===== src/rtl/proc_pkg.sv =====
// Shared processor constants: instruction types, function codes, stage classes and
// sequencer states. The control unit decodes against the same encodings.
package proc_pkg;

  // InstructionType encodings
  localparam logic [1:0] TYPE_R = 2'b00;
  localparam logic [1:0] TYPE_S = 2'b01;
  localparam logic [1:0] TYPE_I = 2'b10;
  localparam logic [1:0] TYPE_J = 2'b11;

  // FunctionCode values for the non-register instructions
  localparam logic [4:0] FC_ANDI = 5'h0c;
  localparam logic [4:0] FC_ADDI = 5'h08;
  localparam logic [4:0] FC_LW   = 5'h13;
  localparam logic [4:0] FC_SW   = 5'h15;
  localparam logic [4:0] FC_BEQ  = 5'h04;
  localparam logic [4:0] FC_J    = 5'h02;
  localparam logic [4:0] FC_JAL  = 5'h03;

  // Stage path taken by an instruction after decode
  typedef enum logic [2:0] {
    CLS_NOP    = 3'd0,
    CLS_ALU    = 3'd1,
    CLS_LOAD   = 3'd2,
    CLS_STORE  = 3'd3,
    CLS_BRANCH = 3'd4,
    CLS_JUMP   = 3'd5,
    CLS_LINK   = 3'd6
  } stage_class_e;

  // One-hot sequencer states
  typedef enum logic [7:0] {
    StIdle    = 8'b0000_0001,
    StIf      = 8'b0000_0010,
    StId      = 8'b0000_0100,
    StEx      = 8'b0000_1000,
    StMem     = 8'b0001_0000,
    StMemWait = 8'b0010_0000,
    StWb      = 8'b0100_0000,
    StFault   = 8'b1000_0000
  } seq_state_e;

  // Classes that visit the data-memory stage after EX
  function automatic logic class_uses_mem(stage_class_e cls);
    return (cls == CLS_LOAD) || (cls == CLS_STORE);
  endfunction

endpackage


===== src/rtl/stage_path_decode.sv =====
// Combinational decode of {InstructionType, FunctionCode} into the stage-path class.
// Register and S-type instructions are all ALU operations; I- and J-type rely on the
// function code, and anything unlisted is flagged illegal and treated as a NOP.
module stage_path_decode
  import proc_pkg::*;
(
  input  logic [1:0]   instr_type_i,
  input  logic [4:0]   func_code_i,
  output stage_class_e class_o,
  output logic         illegal_o
);

  // Map type/code to a path class, defaulting to an illegal NOP
  always_comb begin
    class_o   = CLS_NOP;
    illegal_o = 1'b0;
    case (instr_type_i)
      TYPE_R, TYPE_S: class_o = CLS_ALU;
      TYPE_I: begin
        case (func_code_i)
          FC_ANDI, FC_ADDI: class_o = CLS_ALU;
          FC_LW:            class_o = CLS_LOAD;
          FC_SW:            class_o = CLS_STORE;
          FC_BEQ:           class_o = CLS_BRANCH;
          default:          illegal_o = 1'b1;
        endcase
      end
      TYPE_J: begin
        case (func_code_i)
          FC_J:    class_o = CLS_JUMP;
          FC_JAL:  class_o = CLS_LINK;
          default: illegal_o = 1'b1;
        endcase
      end
      default: illegal_o = 1'b1;
    endcase
  end

endmodule


===== src/rtl/stage_sequencer.sv =====
// Multi-cycle stage sequencer. Emits one-hot stage strobes (IF/ID/EX/MEM/WB) whose path
// per instruction is chosen in ID, waits on the data-memory ready handshake with a
// timeout, and counts retired instructions.
module stage_sequencer
  import proc_pkg::*;
#(
  parameter int unsigned MEM_TIMEOUT = 16,
  parameter int unsigned CNT_W       = 16
) (
  input  logic             clock,
  input  logic             reset_n,
  input  logic             run,
  input  logic [1:0]       InstructionType,
  input  logic [4:0]       FunctionCode,
  input  logic             mem_ready,
  output logic             en_instruction_fetch,
  output logic             en_instruction_decode,
  output logic             en_execute,
  output logic             en_memory_access,
  output logic             en_write_back,
  output logic             instr_done,
  output logic             illegal_instr,
  output logic             fault,
  output logic [CNT_W-1:0] instr_count
);

  localparam int unsigned       TimerW    = $clog2(MEM_TIMEOUT + 1);
  // Timer value seen in the last permitted MEM_WAIT cycle
  localparam logic [TimerW-1:0] TimerLast = TimerW'(MEM_TIMEOUT - 1);

  seq_state_e        state_q, state_d;
  stage_class_e      class_q, class_d;
  stage_class_e      dec_class;
  logic              dec_illegal;
  logic [TimerW-1:0] timer_q, timer_d;
  logic              done;
  logic              illegal;

  stage_path_decode u_decode (
    .instr_type_i (InstructionType),
    .func_code_i  (FunctionCode),
    .class_o      (dec_class),
    .illegal_o    (dec_illegal)
  );

  // Next-state selection; done marks the last stage cycle of the current instruction
  always_comb begin
    state_d = state_q;
    class_d = class_q;
    timer_d = timer_q;
    done    = 1'b0;
    illegal = 1'b0;
    unique case (state_q)
      StIdle: begin
        if (run) state_d = StIf;
      end
      StIf: state_d = StId;
      StId: begin
        class_d = dec_class;
        illegal = dec_illegal;
        case (dec_class)
          CLS_ALU, CLS_LOAD, CLS_STORE, CLS_BRANCH: state_d = StEx;
          CLS_LINK:                                 state_d = StWb;
          default:                                  done    = 1'b1;
        endcase
      end
      StEx: begin
        if (class_q == CLS_ALU)             state_d = StWb;
        else if (class_uses_mem(class_q))   state_d = StMem;
        else                                done    = 1'b1;
      end
      StMem: begin
        if (mem_ready) begin
          if (class_q == CLS_LOAD) state_d = StWb;
          else                     done    = 1'b1;
        end else begin
          state_d = StMemWait;
          timer_d = '0;
        end
      end
      StMemWait: begin
        timer_d = timer_q + TimerW'(1);
        // A ready arriving in the final allowed cycle still completes the access
        if (mem_ready) begin
          if (class_q == CLS_LOAD) state_d = StWb;
          else                     done    = 1'b1;
        end else if (timer_q == TimerLast) begin
          state_d = StFault;
        end
      end
      StWb:    done = 1'b1;
      StFault: state_d = StFault;
      default: state_d = StIdle;
    endcase
    if (done) state_d = run ? StIf : StIdle;
  end

  // State register with strobes and fault registered from the upcoming state
  always_ff @(posedge clock or negedge reset_n) begin
    if (!reset_n) begin
      state_q               <= StIdle;
      en_instruction_fetch  <= 1'b0;
      en_instruction_decode <= 1'b0;
      en_execute            <= 1'b0;
      en_memory_access      <= 1'b0;
      en_write_back         <= 1'b0;
      fault                 <= 1'b0;
    end else begin
      state_q               <= state_d;
      en_instruction_fetch  <= (state_d == StIf);
      en_instruction_decode <= (state_d == StId);
      en_execute            <= (state_d == StEx);
      en_memory_access      <= (state_d == StMem);
      en_write_back         <= (state_d == StWb);
      fault                 <= (state_d == StFault);
    end
  end

  // Latched class, memory-wait timer and retired-instruction counter
  always_ff @(posedge clock or negedge reset_n) begin
    if (!reset_n) begin
      class_q     <= CLS_NOP;
      timer_q     <= '0;
      instr_count <= '0;
    end else begin
      class_q <= class_d;
      timer_q <= timer_d;
      if (done) instr_count <= instr_count + CNT_W'(1);
    end
  end

  assign instr_done    = done;
  assign illegal_instr = illegal;

endmodule


===== config.mk =====
export PLATFORM = sky130hd
export DESIGN_NAME = stage_sequencer
export DESIGN_NICKNAME = d
export VERILOG_FILES = /design/src/rtl/proc_pkg.sv /design/src/rtl/stage_path_decode.sv /design/src/rtl/stage_sequencer.sv
export SDC_FILE = /design/constraint.sdc
export NUM_CORES = 1
export LEC_CHECK = 0
export ABC_AREA = 0
export BUFFER_PORTS_ARGS = -buffer_cell sky130_fd_sc_hd__buf_2
export CORE_MARGIN = 4
export CORE_UTILIZATION = 40
export CTS_CLUSTER_SIZE = 12
export DETAILED_ROUTE_END_ITERATION = 8
export MAX_ROUTING_LAYER = met4
export PLACE_DENSITY = 0.61
export SYNTH_ARGS = -nofsm -noshare
export SYNTH_HDL_FRONTEND = slang
export SYNTH_SLANG_ARGS = --single-unit
export TNS_END_PERCENT = 20

===== constraint.sdc =====
create_clock -name clock -period 2.3 [get_ports clock]
set_clock_uncertainty 0.05 [all_clocks]
set_input_delay 0.23 -clock clock [delete_from_list [all_inputs] [get_ports clock]]
set_output_delay 0.23 -clock clock [all_outputs]
set_load 0.005 [all_outputs]

Word level (Yosys, flattened, before mapping). Cells that the tools add are included.

Eq/ne operators: 34. Reduce and logical (&&, ||, !) cells: 11. Multiplexer cells: 26. $add $sub $neg: 2.

Operator list (number): two-way mux 8 bit (8); one-hot mux 8 bit (8 select lines) (1); adder 16 x 1 -> 16 bit (second input constant) (1); equality test 8 x 2 -> 1 bit (second input constant) (2); equality test 8 x 3 -> 1 bit (second input constant) (2); equality test 8 x 4 -> 1 bit (second input constant) (2); equality test 8 x 5 -> 1 bit (second input constant) (2); equality test 8 x 7 -> 1 bit (second input constant) (2); equality test 8 bit (second input constant) (2); one-hot mux 8 bit (2 select lines) (1); equality test 5 x 4 -> 1 bit (second input constant) (3); equality test 3 x 2 -> 1 bit (second input constant) (4); one-hot mux 3 bit (4 select lines) (1); equality test 5 x 2 -> 1 bit (second input constant) (2); equality test 5 bit (second input constant) (2); one-hot mux 5 bit (2 select lines) (1); OR reduction 5 bit (2); one-hot mux 3 bit (3 select lines) (1); equality test 8 x 1 -> 1 bit (second input constant) (1); equality test 8 x 6 -> 1 bit (second input constant) (1); two-way mux 1 bit (8); OR reduction 2 bit (4); equality test 3 x 1 -> 1 bit (second input constant) (2); equality test 3 bit (second input constant) (2); other kinds (15) (16).

Register bits after elaboration: 38. Bits of input ports: 11. Output and inout bits: 24.

Longest topological paths before layout.
Depth in word-level cells: 10. Mapped depth: 8. Gate-level depth less buffers: 7.

Cells and area by module. From an unflattened synthesis, not the netlist that was laid out.

Cell total of the unflattened synthesis: 199. Area total of the unflattened synthesis: 2130.8 um2.

Modules (own cells, without submodules): stage_sequencer (area each 1964.4 um2, cells each 177, times used 1); stage_path_decode (area each 166.4 um2, cells each 22, times used 1).

Worst setup path before layout. No wires, ideal clock.

Kind: reg-to-reg. Start point: register state_q[5]. End point: register instr_count[1]. Stages on the path, launching flop included: 8. Arrival time: 1.949 ns. Required time: 2.125 ns. Slack: 0.176 ns. Setup time: 0.125 ns. Clock period less this slack: 2.124 ns. Cells stage by stage: dfrtp_1 > buf_6 > nor4_4 > nand2_1 > nor3b_4 > nand3_4 > nand2_1 > mux2_2.

Longest elaborated chain between the ends: 3. Elaborated cells between the ends (all ways): 7. Classes of those cells: eq/ne: 5; mux: 1; reduce/logical: 1.

Ends and longest elaborated chain: start: declaration (line stage_sequencer.sv:31) `seq_state_e state_q, state_d;`; start signal: assignment (line stage_sequencer.sv:101) `state_q <= StIdle;`; start signal: assignment (line stage_sequencer.sv:109) `state_q <= state_d;`; equality test 8 x 6 -> 1 bit or equality test 8 x 5 -> 1 bit (tied branches) (line stage_sequencer.sv:53) `unique case (state_q)`; OR reduction 2 bit (no line); one-hot mux 1 bit (4 select lines) * (line stage_sequencer.sv:53); via instr_done (line stage_sequencer.sv:21) `output logic instr_done,`; end signal: assignment (line stage_sequencer.sv:128) `if (done) instr_count <= instr_count + CNT_W'(1);`; end: declaration (line stage_sequencer.sv:24) `output logic [CNT_W-1:0] instr_count`.

The timed path passes the listed nets; every way through them passes the cells marked *. A chain may end at the register's enable or synchronous reset.

Worst setup path in the final report.
Start point: register state_q[6]. End point: output port illegal_instr.

Longest elaborated chain between the ends: 2.

Ends and longest elaborated chain: equality test 8 x 3 -> 1 bit (line stage_sequencer.sv:53); two-way mux 1 bit (line stage_sequencer.sv:53); end: declaration (line stage_sequencer.sv:22) `output logic illegal_instr,`.

No other way between the ends.

==> results by group <==
STA
  • Hold Slack: -0.0007720 ns
  • Final Critical Period: between 2 and 2.5 ns
  • Final Hold Viols: 1
  • RSZ-0062 raised after global routing: true
  • Peak Freq: about 0.45 GHz
  • Slew Viols, Final: 0
  • Worst slew margin: 43.88%
  • Fin worst setup slack: 0.06800 ns
  • Final worst-path cycle share: 97.04%
  • Actual slew at the worst max-slew pin: 0.8417 ns
  • Setup violators final: 0

Die
  • Die W: 80.10 µm
  • I/O Pins: 35
  • Starting density of the core: 42.62%
  • Cell Rows: 25
  • Die height: 80.10 µm
  • Die area: 6416 µm²
  • Core Footprint: slightly below 5000 µm²

Yosys
  • Post-synth ARST share: 100.0%
  • Post-synth EDFFs: 0
  • Mapped Avg Cell Area: roughly 10 µm²
  • Synth Register Bits: 38
  • Mapped Cells: 207
  • Syn nets: roughly 220
  • Post-synthesis sequential area ratio: between 40% and 50%
  • Top_reg_cell synth: dfrtp_1
  • Mapped cell area: 2079 µm²
  • Yosys cell types: 50
  • Ys Warns: 0

GRT
  • Initial antenna violation count: 0
  • Largest net degree at the start of global routing: 39
  • Vias in the first global route: roughly 1,700
  • Gr usage total: 15.30%
  • First-pass GRT wire length: approximately 7600 µm
  • Congestion Overflow GR: 0

Critical path
  • Reg-to-reg setup timing slack: 0.10 ns
  • Crit Path Max Fanout: 7
  • Slowest stage delay, CP: between 0.4 and 0.5 ns
  • Buffers & Inverters on Critical Path: 3
  • Critical Path End Type: output pin
  • Highest-delay cell along the critical path: dfrtp_2
  • Crit start category: register
  • CP delay by family, top: simple AND/OR/NAND/NOR gates
  • CP Data Required Time: 2.02 ns
  • Reg2Reg Depth: 8
  • Reg-to-reg endpoint: instr_count[7]
  • CP cell instances: nor4_4, nand2_2, nor3b_4, nand3_4, buf_12, inv_2, buf_6
  • Crit path DAT: 1.95 ns
  • WS Path Type: register to output pin
  • Critical R2R Launch: state_q[6]

Clock network
  • Clock tree buffer depth: 2
  • Clock latency on the worst-skew pair: 0.29 ns
  • CTS buffer count: 5
  • Htree depth: 2
  • Clk root buf: clkbuf_8
  • Clock sink count: 38
  • CTS clk-pin slew, worst paths: 0.08 ns
  • CTS tree: done

Place
  • Routability-driven placement congestion ratio: just over 0.8
  • Dpl ws: -0.1123 ns
  • Port Buf Inserts: 34
  • Placed cell areas: 2352 µm²
  • Placed cells: 311
  • Half-perimeter wire length after placement: 3057 µm

Detailed routing
  • Drc violations: 0
  • Final WL: 4380 µm
  • Via/cell ratio: 5.173
  • Met3 Routed Length: 119 µm
  • Top Layer Used: met4
  • Initial drt markers: 73
  • DR vias: 1,702
  • Router iterations before antenna repair: 4
  • Drt wl/cell: 13.31 µm
  • DR WL met2: 2087 µm
  • Final ANT Viol Nets: 0
  • M1 wire length: 2120 µm

Final layout
  • Nets: 275
  • Share of layout cells above drive strength 1: 32.06%
  • Post-route cell area: roughly 2600 µm²
  • Antenna fix cells: 0
  • Non-Filler Instances: 329
  • Layout area overhead: 23.77%

Power
  • Worst VDD drop: 0.4746 mV
  • Tot Pwr: 1822 µW
  • Pwr/cell area: 707.8 nW/µm²
  • LEAKAGE: 0.001277 µW

Outcome
  • Status: finished, violations left
  • Failing checks: negative hold slack

Job
  • Max-Cap Viols: 0

Min path
  • Hold/Removal Path Class: input port to async pin
[power breakdown]
part           switching, µW  internal [µW]  leakage (µW)
logic                    273            244      0.000717
clock network            235            241     0.0000472
registers               75.7            753      0.000513
total                    584           1240       0.00128
[cells by family (layout without fill, tap and decap cells)]
| kind of cell | Yosys count | in the layout | synth area share (%) |
|---|---|---|---|
| muxes | 1 | 1 | 0.5415 |
| buffers and inverters | 10 | 65 | 2.888 |
| adders and majority gates | 3 | 3 | 1.805 |
| xor gates and xnor gates | 19 | 19 | 8.002 |
| AOI/OAI and AO/OA | 48 | 48 | 14.68 |
| and+or+nand+nor | 88 | 88 | 26.29 |
| DFF | 38 | 38 | 45.79 |
[placed cells by master (no fill, tap or decap), types with 2 or more instances in the layout]
| cell type | n |
|---|---|
| dfrtp_1 | 35 |
| buf_4 | 16 |
| nor2_1 | 19 |
| nand2_1 | 17 |
| a31oi_1 | 2 |
| a211oi_1 | 5 |
| dfrtp_2 | 2 |
| a211oi_2 | 2 |
| inv_1 | 4 |
| nand2b_1 | 4 |
| nor2b_1 | 3 |
| and3b_1 | 3 |
| xor2_1 | 18 |
| nand3_1 | 3 |
| o21ai_0 | 9 |
| buf_2 | 34 |
| clkbuf_8 | 6 |
| ha_1 | 3 |
| and3_1 | 8 |
| nand4_1 | 3 |
| or2_2 | 3 |
| nand4b_1 | 4 |
| a311oi_1 | 2 |
| a21oi_1 | 18 |
| nor3b_1 | 3 |
[layout make-up]
cell class	count	area (µm²)
Clock inverter	2	12.51
Multi-Input combinational cell	159	1100
Fill cell	469	2306
Clock buffer	6	82.58
Tap cell	67	83.83
Timing Repair Buffer	52	321.6
Sequential cell	38	954.7
Inverter	5	18.77
[through the flow]
step / TNS [ns] / utilization [%]
floorplan: 0 / -
global placement: -0.03833 / 48.21
detailed placement: -0.2742 / 48.21
CTS: -0.04396 / 50.36
global route: -0.1684 / 52.74
finish: 0 / 52.74
[sequential cells by signal (all words and copies together) (netlist names), 3 cells and up]
| register | flops |
|---|---|
| instr_count | 16 |
| state_q | 8 |
| timer_q | 5 |
| class_q | 3 |
[routing by layer]
metal	vias to the layer above	track usage, %
li1	856	-
met5	-	-
met2	28	24.01
met4	0	5.574
met1	813	20.13
met3	5	2.354
[cell usage after synthesis, types with 2 or more instances]
master	count	share of area, %
nand2_1	19	3.4
a211oi_1	6	2.2
nand4_1	3	0.90
inv_1	5	0.90
a311oi_1	2	0.84
or2_2	3	0.90
nor2b_1	3	0.90
a31oi_1	2	0.60
and3b_1	3	1.3
buf_6	3	1.6
nand2b_1	4	1.2
and3_1	8	2.4
a21oi_1	18	4.3
o21ai_0	10	2.4
nand3_1	3	0.72
ha_1	3	1.8
nor4bb_1	2	0.96
xor2_1	18	7.6
nand4b_1	4	1.7
dfrtp_1	37	45
nor3b_1	4	1.4
nor2_1	19	3.4
[worst max path at each step]
stage | startpoint | endpoint | slack (ns) | depth (start not counted)
after floorplan | state_q[5] | instr_count[1] | 0.18 | 7
after detailed placement | state_q[4] | instr_count[1] | -0.11 | 6
after global placement | state_q[4] | instr_count[1] | -0.03 | 6
final | state_q[6] | illegal_instr | 0.07 | 7
after global routing | state_q[6] | illegal_instr | -0.05 | 7
after CTS | state_q[4] | illegal_instr | -0.04 | 7
[what timing repair did]
| action | in CTS | in global routing |
|---|---|---|
| gates resized for setup | 1 | 14 |
| hold endpoints to repair | 0 | 0 |
| setup endpoints to repair | 7 | 7 |
| hold buffers | 0 | 0 |
| pin swaps | 2 | 7 |
| setup buffers | 1 | 9 |
(Power assumes the default switching activity.)
